## config.mk

```make
export PLATFORM = sky130hd
export DESIGN_NAME = packet_input_arbiter
export DESIGN_NICKNAME = d
export VERILOG_FILES = /design/src/rtl/packet_input_arbiter.sv
export SDC_FILE = /design/constraint.sdc
export NUM_CORES = 1
export LEC_CHECK = 0
export ABC_AREA = 1
export CAP_MARGIN = 20
export CORE_MARGIN = 10
export CORE_UTILIZATION = 39
export CTS_CLUSTER_SIZE = 24
export DETAILED_ROUTE_END_ITERATION = 8
export PLACE_DENSITY = 0.91
export SYNTH_ARGS = -nofsm -noshare
export SYNTH_HDL_FRONTEND = slang
export SYNTH_SLANG_ARGS = --single-unit
```

## constraint.sdc

```tcl
create_clock -name clk -period 2.7 [get_ports clk]
set_clock_uncertainty 0.2 [all_clocks]
set_input_delay 0.81 -clock clk [delete_from_list [all_inputs] [get_ports clk]]
set_output_delay 0.81 -clock clk [all_outputs]
set_load 0.02 [all_outputs]
```

## src/rtl/packet_input_arbiter.sv

```systemverilog
// Round-robin arbiter that merges NUM_SRC valid/ready packet producers into a
// one-entry holding register, read by the core through an empty/read_req port.
module packet_input_arbiter #(
  parameter int PACKET_WIDTH = 32,
  parameter int NUM_SRC      = 4,
  parameter int CNT_WIDTH    = 16
) (
  input  logic                            clk,
  input  logic                            rst,
  input  logic [NUM_SRC*PACKET_WIDTH-1:0] src_packet,
  input  logic [NUM_SRC-1:0]              src_valid,
  output logic [NUM_SRC-1:0]              src_ready,
  input  logic                            tick,
  input  logic                            read_req,
  output logic [PACKET_WIDTH-1:0]         packet_in,
  output logic                            input_buffer_empty,
  output logic [$clog2(NUM_SRC)-1:0]      grant_src,
  output logic                            read_error,
  output logic [CNT_WIDTH-1:0]            fwd_count
);

  localparam int IDX_W = $clog2(NUM_SRC);
  localparam logic [IDX_W-1:0] LAST_IDX = IDX_W'(NUM_SRC - 1);

  logic                    hold_valid;
  logic [PACKET_WIDTH-1:0] hold_data;
  logic [IDX_W-1:0]        hold_src;
  logic [IDX_W-1:0]        rr_ptr;

  logic                    pop;
  logic                    can_load;
  logic                    transfer;
  logic                    grant_found;
  logic [IDX_W-1:0]        grant_idx;
  logic [IDX_W-1:0]        cand_idx;
  int                      cand;

  logic [PACKET_WIDTH-1:0] src_pkt [NUM_SRC];

  for (genvar s = 0; s < NUM_SRC; s++) begin : g_unpack
    assign src_pkt[s] = src_packet[s*PACKET_WIDTH +: PACKET_WIDTH];
  end

  assign pop      = read_req & hold_valid;
  // rst gating keeps src_ready low during reset so no handshake completes on a reset edge
  assign can_load = !rst & !tick & (!hold_valid | pop);
  assign transfer = grant_found & can_load;

  // Search starts one past the last granted source and wraps modulo NUM_SRC.
  always_comb begin
    grant_found = 1'b0;
    grant_idx   = '0;
    cand        = 0;
    cand_idx    = '0;
    for (int i = 1; i <= NUM_SRC; i++) begin
      cand     = (int'(rr_ptr) + i) % NUM_SRC;
      cand_idx = IDX_W'(cand);
      if (!grant_found && src_valid[cand_idx]) begin
        grant_found = 1'b1;
        grant_idx   = cand_idx;
      end
    end
  end

  always_comb begin
    src_ready = '0;
    if (transfer) src_ready[grant_idx] = 1'b1;
  end

  always_ff @(posedge clk) begin
    if (rst) begin
      hold_valid <= 1'b0;
      hold_data  <= '0;
      hold_src   <= '0;
      rr_ptr     <= LAST_IDX;
      read_error <= 1'b0;
      fwd_count  <= '0;
    end else begin
      if (transfer) begin
        hold_valid <= 1'b1;
        hold_data  <= src_pkt[grant_idx];
        hold_src   <= grant_idx;
        rr_ptr     <= grant_idx;
      end else if (pop) begin
        hold_valid <= 1'b0;
        hold_data  <= '0;
      end
      if (pop) fwd_count <= fwd_count + 1'b1;
      if (read_req && !hold_valid) read_error <= 1'b1;
    end
  end

  assign packet_in          = hold_valid ? hold_data : '0;
  assign input_buffer_empty = !hold_valid;
  assign grant_src          = hold_valid ? hold_src : '0;

endmodule

```

==> results_dict.tcl <==
set metrics [dict create \
    via_count 5300 \
    cts_tree "yes" \
    worstSetupStartpointType "flop" \
    initial_utilization 0.396 \
    area_growth_pct 60.1 \
    drt_wl_total_mm 16.1 \
    wire_per_inst_um 14.5 \
    async_reset_ff_frac 0 \
    cts.sinks 54 \
    dp_slack_ns -1.39 \
    drt.antenna.violating_nets 0 \
    cts_root_buf "clkbuf_8" \
    reg2reg_depth 14 \
    htree_levels 2 \
    min_period_ns 3.09 \
    max-vdd-ir-drop_mv 0.301 \
    drc 0 \
    rsz0062_at_grt "true" \
    synth_nets 910 \
    top_level_ports 192 \
    synthCells 773 \
    grt_pass1_vias 5017 \
    hold_class "reg2reg" \
    num_rows 38 \
    r2r-start "rr_ptr[0]$_SDFFE_PP1P_" \
    worstSetupPathType "reg2out" \
    timing.hold.ws_ns 0.268 \
    finalSetupViolations 4 \
    min_from "hold_data[31]$_SDFFE_PP0P_" \
    slowest_stage "dfxtp_4" \
    synth-seq-cells 54 \
    worst-path-max-fanout 5 \
    power_density_nw_per_um2 443 \
    maxCapViolCount 0 \
    multiInputGateArea_um2 2360 \
    yosysTopAreaCell "dfxtp_1" \
    worst_slack_ns -0.387 \
    syn_area_um2 4280 \
    worstHoldEndpoint "hold_data[31]$_SDFFE_PP0P_" \
    path_cells "buf_12, buf_4, nand2_2, nand3_4, nand2_4, nor2_4, nand4_1, nand4_1, inv_2, nand2_4, nor2_4, buf_6" \
    synth_common_cells "238 x nand2_1, 185 x inv_1, 137 x nand3_1" \
    cp-end-kind "output port" \
    yosys.area.top_type_share 0.253 \
    postSynthAreaPerCell_um2 5.53 \
    layout-drive-gt1-share 0.119 \
    drtPass1Iterations 5 \
    cp.required_ns 1.69 \
    synth-seq-area-share 0.253 \
    relSlewSlack 0.536 \
    synth.most_common_cell "nand2_1" \
    slowest_delay_ns 0.38 \
    worst-r2r-setup-slack_ns 0.07 \
    maxSlewViolCount 0 \
    grt_usage 0.189 \
    placed_cell_area_um2 6410 \
    p_leak_nw 3.96 \
    finalCritPeriodShare 1.14 \
    worstHoldPathCells 2 \
    port_buffers 191 \
    ys_types 29 \
    core_area_um2 10800 \
    finalNetCount 1109 \
    place_congestion 0.890 \
    grt_max_degree 65 \
    violations "negative setup slack" \
    arrival_ns 2.08 \
    cts_made_buffers 5 \
    timing.rr.end "hold_data[14]$_SDFFE_PP0P_" \
    die_height_um 125 \
    fmax_mhz 324 \
    synth_flop_cell "dfxtp_1" \
    status "finished with violations" \
    postLayoutCellArea_um2 6850 \
    die_area_um2 15600 \
    die_w_um 125 \
    clock_latency_ns 0.31 \
    worstMarginPinSlew_ns 0.696 \
    clk_pin_slew_ns 0.10 \
    dp_hpwl_mm 11.6 \
    ys_warn_count 0 \
    grt-ovfl-total 0 \
    drtIter0Drc 330 \
    synth_area_leaders "dfxtp_1 25%, nand2_1 21%, inv_1 16%, nand3_1 16%, a21oi_1 5.1%" \
    regArea_um2 1090 \
    clockBufferDepth 2 \
    fillers 969 \
    p_total_w 0.00303 \
    antenna_found_initial 0 \
    synth_edf_count 0 \
    viasPerCell 4.76 \
    antenna_cells 0 \
    hold_viol 0 \
    grt_pass1_wl_mm 25.0 \
]
[worst max-delay path: cells and delay by family, from the launching register on]
| kind | cells | cell delay (ns) |
|---|---|---|
| buf+inv | 4 | 0.58 |
| flops | 1 | 0.38 |
| simple gates | 8 | 0.81 |
[state kept, by name, indices dropped and copies added (netlist names)]
register and cells:
read_error 1, hold_data 32, hold_valid 1, rr_ptr 2
fwd_count 16, hold_src 2
[metal layers]
layer / track usage / part of all wire / up-vias / routed length (um)
met2: 0.344 / 0.51 / 177 / 8230
met3: 0.0357 / 0.059 / 21 / 952
met4: 0.0555 / 0.020 / 0 / 329
met1: 0.217 / 0.41 / 2381 / 6590
li1: - / - / 2721 / -
met5: 0 / 0 / - / 0
[logic make-up (layout without fill, tap and decap cells)]
group | Yosys count | after routing | synth area share
compound gates | 57 | 57 | 0.0705
fa+ha+maj | 1 | 1 | 0.00293
flops | 54 | 54 | 0.253
simple gates | 425 | 425 | 0.436
buf+inv | 235 | 435 | 0.236
xor+xnor | 1 | 1 | 0.00205
[layout by cell type, fill, tap and decap left out, drive strengths merged]
| master | Yosys | routed |
|---|---|---|
| or2 | 1 | 1 |
| o211ai | 3 | 3 |
| buf | 35 | 53 |
| inv | 190 | 191 |
| clkbuf | 10 | 8 |
| nand3 | 140 | 140 |
| clkdlybuf4s50 | 0 | 147 |
| o21ai | 8 | 8 |
| o21a | 1 | 1 |
| nor3 | 8 | 8 |
| dlymetal6s2s | 0 | 15 |
| a21oi | 44 | 44 |
| nor3b | 2 | 2 |
| o21bai | 1 | 1 |
| and3 | 3 | 3 |
| bufinv | 0 | 1 |
| ha | 1 | 1 |
| nand4 | 6 | 6 |
| xor2 | 1 | 1 |
| nand2 | 246 | 246 |
| nor2 | 19 | 19 |
| dfxtp | 54 | 54 |
| dlygate4sd2 | 0 | 20 |
[through the flow]
stage          setup TNS (ns)   util  cells
2_1_floorplan           -1.00      -    773
3_3_place_gp           -24.77  0.594   1089
3_5_place_dp           -27.68  0.594   1089
4_1_cts                 -1.27  0.612   1102
5_1_grt                 -3.35  0.634   1113
6_report                -1.47  0.634   1113
[worst max path at each step]
stage                     cells past startpoint                    from  slack, ns      endpoint
final                                        12  rr_ptr[0]$_SDFFE_PP1P_      -0.39  src_ready[2]
after global routing                         12  rr_ptr[0]$_SDFFE_PP1P_      -0.47  src_ready[2]
after CTS                                    14  rr_ptr[0]$_SDFFE_PP1P_      -0.35  src_ready[2]
after detailed placement                     12            src_valid[2]      -1.39  src_ready[3]
after global placement                       12            src_valid[2]      -1.35  src_ready[3]
after floorplan                              13            src_valid[3]      -0.26  src_ready[1]
[report_power, final]
group	switching (W)	internal (W)	total, W
Combinational	0.000869	0.000678	0.00155
Clock	0.000286	0.000306	0.000591
Sequential	0.0000350	0.000860	0.000895
[what timing repair did]
action | CTS | global route
gates cloned | 0 | 2
pin swaps | 16 | 8
hold buffers | 0 | 0
setup endpoints to repair | 71 | 51
hold endpoints to repair | 0 | 0
gates resized for setup | 79 | 36
setup buffers | 5 | 9
[layout make-up]
type	instances	area share
sequential	54	0.159
inverter	190	0.107
timing repair buffer	237	0.346
multi-input combinational	484	0.345
clock inverter	2	0.00566
clock buffer	6	0.0121
tap	140	0.0256
(Power assumes the default switching activity.)
==> patch 1: new RTL, same settings <==
Change the parameter `PACKET_WIDTH` from 32 to 64.
--- a/src/rtl/packet_input_arbiter.sv
+++ b/src/rtl/packet_input_arbiter.sv
@@ -1,7 +1,7 @@
 // Round-robin arbiter that merges NUM_SRC valid/ready packet producers into a
 // one-entry holding register, read by the core through an empty/read_req port.
 module packet_input_arbiter #(
-  parameter int PACKET_WIDTH = 32,
+  parameter int PACKET_WIDTH = 64,
   parameter int NUM_SRC      = 4,
   parameter int CNT_WIDTH    = 16
 ) (
Interface: changed (resized packet_in and src_packet); port bits go from 192 to 352. No check against the original RTL was run, so the function may have changed too.
==> patch 1 against the unedited design <==
- the run still ends with setup timing left
- via count rose by 83%
- clock power up 120%
- critical path depth is 4 higher
- hold slack got worse by 0.0040 ns
- power is 88% higher
- sequential cell count up 32
- area after synthesis rose by 69%
- cell area is 71% higher
- routed wire length grew 97%
- worst setup slack lost 0.076 ns
- count of clock-buffer cells in the layout rose by 4
- maximum frequency decreased by 2.4%
- critical endpoint is now src_ready[0]
- largest cell class unchanged
- largest power group unchanged
==> patch 1: results (changes against the unedited design) <==
Timing:
- The final setup violation count is 43 (+39).
- The smallest hold slack is 0.264 ns (-0.00403 ns).
- The final-layout setup total negative slack is -4.31 ns (-2.83 ns).
- The post-layout worst setup margin was -0.463 ns (-0.0760 ns).

Drt:
- The violation count after the first detailed-routing iteration is 754 (+130%).
- The average wire per cell in the routed design is 16.5 um (+14%).
- The detail-routed via count per cell is 5.04 (+5.8%).
- The total number of vias is 9682 (+83%).
- The number of iterations in the first detailed-routing pass is 6 (+1).

CTS:
- The cell at the root of the clock tree is sky130_fd_sc_hd__clkbuf_16.
- The clock transition at the registers of the reported paths came to 0.07 ns (-0.03 ns).
- The insertion delay to the later sink of the worst-skew pair was 0.34 ns (+0.03 ns).
- The number of levels the H-tree was split into is 3 (+1).

Setup path:
- The peak fanout along the critical path is 6 (+1).
- The critical path arrival is 2.15 ns (+0.07 ns).

Status:
- The run finished, with violations left.
- The final reports fail on setup timing.

Layout:
- The largest registers in the layout are hold_data: 64 flops, fwd_count: 16 flops.
- The fraction of layout instances using a drive strength above 1 was 7.57% (-4.4 points).

Yosys:
- The proportion of synthesized chip area in sequential cells was 23.8% (-1.5 points).
- The number of distinct library cells after synthesis is 27 (-6.9%).

GRT:
- The wire length of the first global-routing pass is 48000 um (+92%).
- The maximum number of pins on one net before global-route repair is 78 (+20%).

Pwr:
- The leakage dissipation was 6.61 nW (+67%).
- The peak supply drop came to 0.335 mV (+12%).

Placed design:
- The number of cells after detailed placement is 1890 (+74%).
- The cell area after placement is 0.0110 mm2 (+72%).
- The final weighted congestion of routability-driven global placement came to 0.848 (-4.8%).
-- patch 1: path summary, 6_finish.rpt --
path,cells past startpoint,to,start
max,16,src_ready[0],rr_ptr[0]$_SDFFE_PP1P_
min,2,hold_data[26]$_SDFFE_PP0P_,hold_data[26]$_SDFFE_PP0P_
min reg2reg,2,hold_data[26]$_SDFFE_PP0P_,hold_data[26]$_SDFFE_PP0P_
max reg2reg,18,hold_data[31]$_SDFFE_PP0P_,rr_ptr[0]$_SDFFE_PP1P_
-- patch 1: final cells by class --
class / instances / area, um2 / area share [%]
inverter: 353 / 1350 / 11.5
clock inverter: 6 / 70.1 / 0.599
tap: 229 / 287 / 2.45
timing repair inverter: 1 / 6.26 / 0.0535
antenna: 1 / 2.50 / 0.0214
sequential: 86 / 1730 / 14.8
clock buffer: 10 / 229 / 1.96
multi-input combinational: 834 / 3910 / 33.5
timing repair buffer: 401 / 4110 / 35.2
-- patch 1: logic make-up after synthesis --
kind of cell    count (synthesis)  share of synthesized area (%)
compound gates                 93                           6.53
xor+xnor                        1                          0.121
fa+ha+maj                       1                          0.173
buf+inv                       439                           25.4
flops                          86                           23.8
simple gates                  739                           44.1
-- patch 1: worst min-delay path, cell delays in order, from the launching register on --
cell and delay (ns):
sky130_fd_sc_hd__dfxtp_1 0.31, sky130_fd_sc_hd__nand2_1 0.06, sky130_fd_sc_hd__a21oi_1 0.05
-- patch 1: power by group through the flow --
stage | clock, mW | combinational [mW] | sequential [mW]
6_report | 1.29 | 2.95 | 1.45
2_1_floorplan | 0 | 1.81 | 1.46
3_3_place_gp | 0 | 2.51 | 1.47
3_5_place_dp | 0 | 2.57 | 1.48
4_1_cts | 1.32 | 2.78 | 1.45
5_1_grt | 1.37 | 3.25 | 1.47
-- patch 1: metal layers --
metal  vias up  wire (um)  track usage, %  share of wire, %
met2       525      15800            43.1                50
li1       4701          -               -                 -
met1      4364      11500            26.1                36
met5         -          0               0                 0
met4         0       1330            10.3               4.2
met3        92       3070            6.50               9.7
-- patch 1: timing repair --
action | CTS | global route
pin swaps | 20 | 9
resized for setup | 152 | 26
buffers inserted | 3 | 4
gates cloned | 5 | 2
setup endpoints to repair | 135 | 68
hold endpoints to repair | 0 | 0
==> patch 2: new RTL, same flow settings <==
Without the edit above. Make the reset (`rst`) asynchronous in one clocked block.
--- a/src/rtl/packet_input_arbiter.sv
+++ b/src/rtl/packet_input_arbiter.sv
@@ -67,7 +67,7 @@
     if (transfer) src_ready[grant_idx] = 1'b1;
   end
 
-  always_ff @(posedge clk) begin
+  always_ff @(posedge clk or posedge rst) begin
     if (rst) begin
       hold_valid <= 1'b0;
       hold_data  <= '0;
Behaviour: differs if rst is asserted again (counterexample within 4 cycles, from zero or initial values and one cycle with rst high); with rst held inactive, the same outputs for 10 cycles.
==> patch 2 against the unedited design <==
- hold slack gained 0.0035 ns
- critical path type unchanged
- area after synthesis shrank 5.9%
- worst setup slack lost 0.10 ns
- count of clock-buffer cells in the layout is the same
- sequential cell count is the same
- cell area shrank 4.1%
- routed wire length shrank 6.2%
- highest routed layer unchanged
- the flow still finishes with violations (setup timing)
- maximum frequency shrank 3.2%
- critical endpoint is now src_ready[0]
- first-iteration DRC count shrank 19%
Power is not compared: it rests on default switching activity, and its combinational part moved more than twofold at a synthesized area within 25%.
==> patch 2: results (changes against the unedited design) <==
Setup path:
- The slack of the worst reg-to-reg path is -0.41 ns (-0.48 ns).
- The slowest stage of the critical path is the sky130_fd_sc_hd__dfstp_2 cell.
- The peak fanout along the critical path is 6 (+1).
- In this run the worst setup path terminates at src_ready[0].
- The startpoint identified for the worst register-to-register timing path is rr_ptr[0]$_DFFE_PP1P_.
- In this run the critical register-to-register path is captured at rr_ptr[1]$_DFFE_PP1P_.
- The type of the setup path with the least slack is reg -> out.
- The largest stage delay on the critical path is 0.59 ns (+0.21 ns).
- The number of cells on the worst reg-to-reg path is 22 (+8).

Drt:
- The total number of vias is 4949 (-6.6%).
- The wire length after detailed routing is 15100 um (-6.2%).
- The violation count after the first detailed-routing iteration is 268 (-19%).
- The number of iterations in the first detailed-routing pass is 4 (-1).
- The average wire per cell in the routed design is 14.6 um (+1.2%).

Placed design:
- The post-detailed-placement half-perimeter wirelength is 11100 um (-4.0%).
- The number of cells after detailed placement is 1005 (-7.7%).
- The final weighted congestion of routability-driven global placement was 0.854 (-4.1%).
- The post-place setup slack is -1.23 ns (+0.160 ns).

Yosys:
- The number of warnings printed during yosys synthesis came to 0 (unchanged).
- The per-instance average area after synthesis was 5.93 um2 (+7.1%).
- The post-synthesis net count came to 816 (-10%).
- The proportion of synthesized chip area in sequential cells is 33.6% (+8.4 points).
- The most used flip-flop cell after synthesis is sky130_fd_sc_hd__dfrtp_1.
- The number of distinct library cells after synthesis came to 26 (-10%).
- Ranked by total cell area, the synthesized netlist is headed by sky130_fd_sc_hd__nand2_1 (38%), sky130_fd_sc_hd__dfrtp_1 (32%), sky130_fd_sc_hd__nand3_1 (9.2%).
- The post-synthesis async set-or-reset flop share is 100% (+100 points).
- Counting instances in the post-synthesis netlist gives the leading cell types as sky130_fd_sc_hd__nand2_1 (406), sky130_fd_sc_hd__nand3_1 (74), sky130_fd_sc_hd__inv_1 (57), sky130_fd_sc_hd__dfrtp_1 (52), sky130_fd_sc_hd__buf_2 (22).

Min path:
- The path with the worst hold slack has its endpoint at read_error$_DFFE_PP0P_.
- The start point of the worst min-delay path is read_error$_DFFE_PP0P_.
- The worst hold path stage count is 1 (-1).

Timing:
- The final-layout setup total negative slack is -2.58 ns (-1.10 ns).
- The post-layout worst setup margin is -0.489 ns (-0.102 ns).
- The final setup violation count is 10 (+6).
- The actual transition at the worst max-transition pin is 0.697 ns (+0.00143 ns).

CTS:
- The insertion delay to the later sink of the worst-skew pair is 0.30 ns.
- The number of clock buffers inserted by TritonCTS is 5 (unchanged).
- The number of levels the H-tree was split into is 2 (unchanged).

GRT:
- The combined global-route utilization of all metal layers is 19.0% (+0.070 points).
- The wire length of the first global-routing pass is 23300 um (-6.7%).

Status:
- The flow ran to the end, but the final reports show violations.
- The final reports fail on setup timing.

Layout:
- The fraction of layout instances using a drive strength above 1 is 12.5% (+0.58 points).
- The count of fill cells added during filler insertion is 921 (-5.0%).

Pwr:
- The analysis attributes to cell leakage a power of 3.94 nW.
-- patch 2: kinds of logic after synthesis --
logic type / share of synthesized area, %
AO/OA/AOI/OAI: 0.559
XOR/XNOR: 3.26
adder cells (fa/ha/maj): 0.311
AND/OR/NAND/NOR: 50.9
flip-flops: 33.6
buffers and inverters: 11.3
-- patch 2: power breakdown --
group	internal [mW]	switching, mW	leakage, nW
clock	0.277	0.258	0.0514
sequential	1.06	0.167	0.685
combinational	2.10	3.51	3.20
-- patch 2: area by class of cell --
class	instances	area [um2]	area share, %
Timing Repair Buffer	246	2350	35.9
Multi-Input combinational cell	526	2340	35.6
Sequential cell	54	1360	20.6
Inverter	62	241	3.68
Tap cell	136	170	2.59
Clock buffer	6	72.6	1.10
Clock inverter	2	37.5	0.572
-- patch 2: repair_timing --
action | CTS | global route
endpoints found under the hold margin | 0 | 0
gates resized for setup | 75 | 28
setup buffers | 14 | 5
endpoints found under the setup margin | 70 | 48
gates cloned | 0 | 1
pin swaps | 21 | 9
-- patch 2: per-stage QoR --
step           hold WS [ns]  instance area (um2)  utilization (%)
6_report              0.272                 6570             64.5
3_5_place_dp          0.249                 6210             61.0
4_1_cts               0.273                 6420             63.0
3_3_place_gp          0.249                 6210             61.0
5_1_grt               0.300                 6570             64.5
2_1_floorplan         0.249                 4060                -
-- patch 2: routing by layer --
metal	GRT usage, %	wire (um)	vias to the layer above
met5	0	0	-
met4	5.07	284	0
met1	20.8	6090	2288
met3	5.32	1060	22
met2	34.9	7670	164
li1	-	-	2475
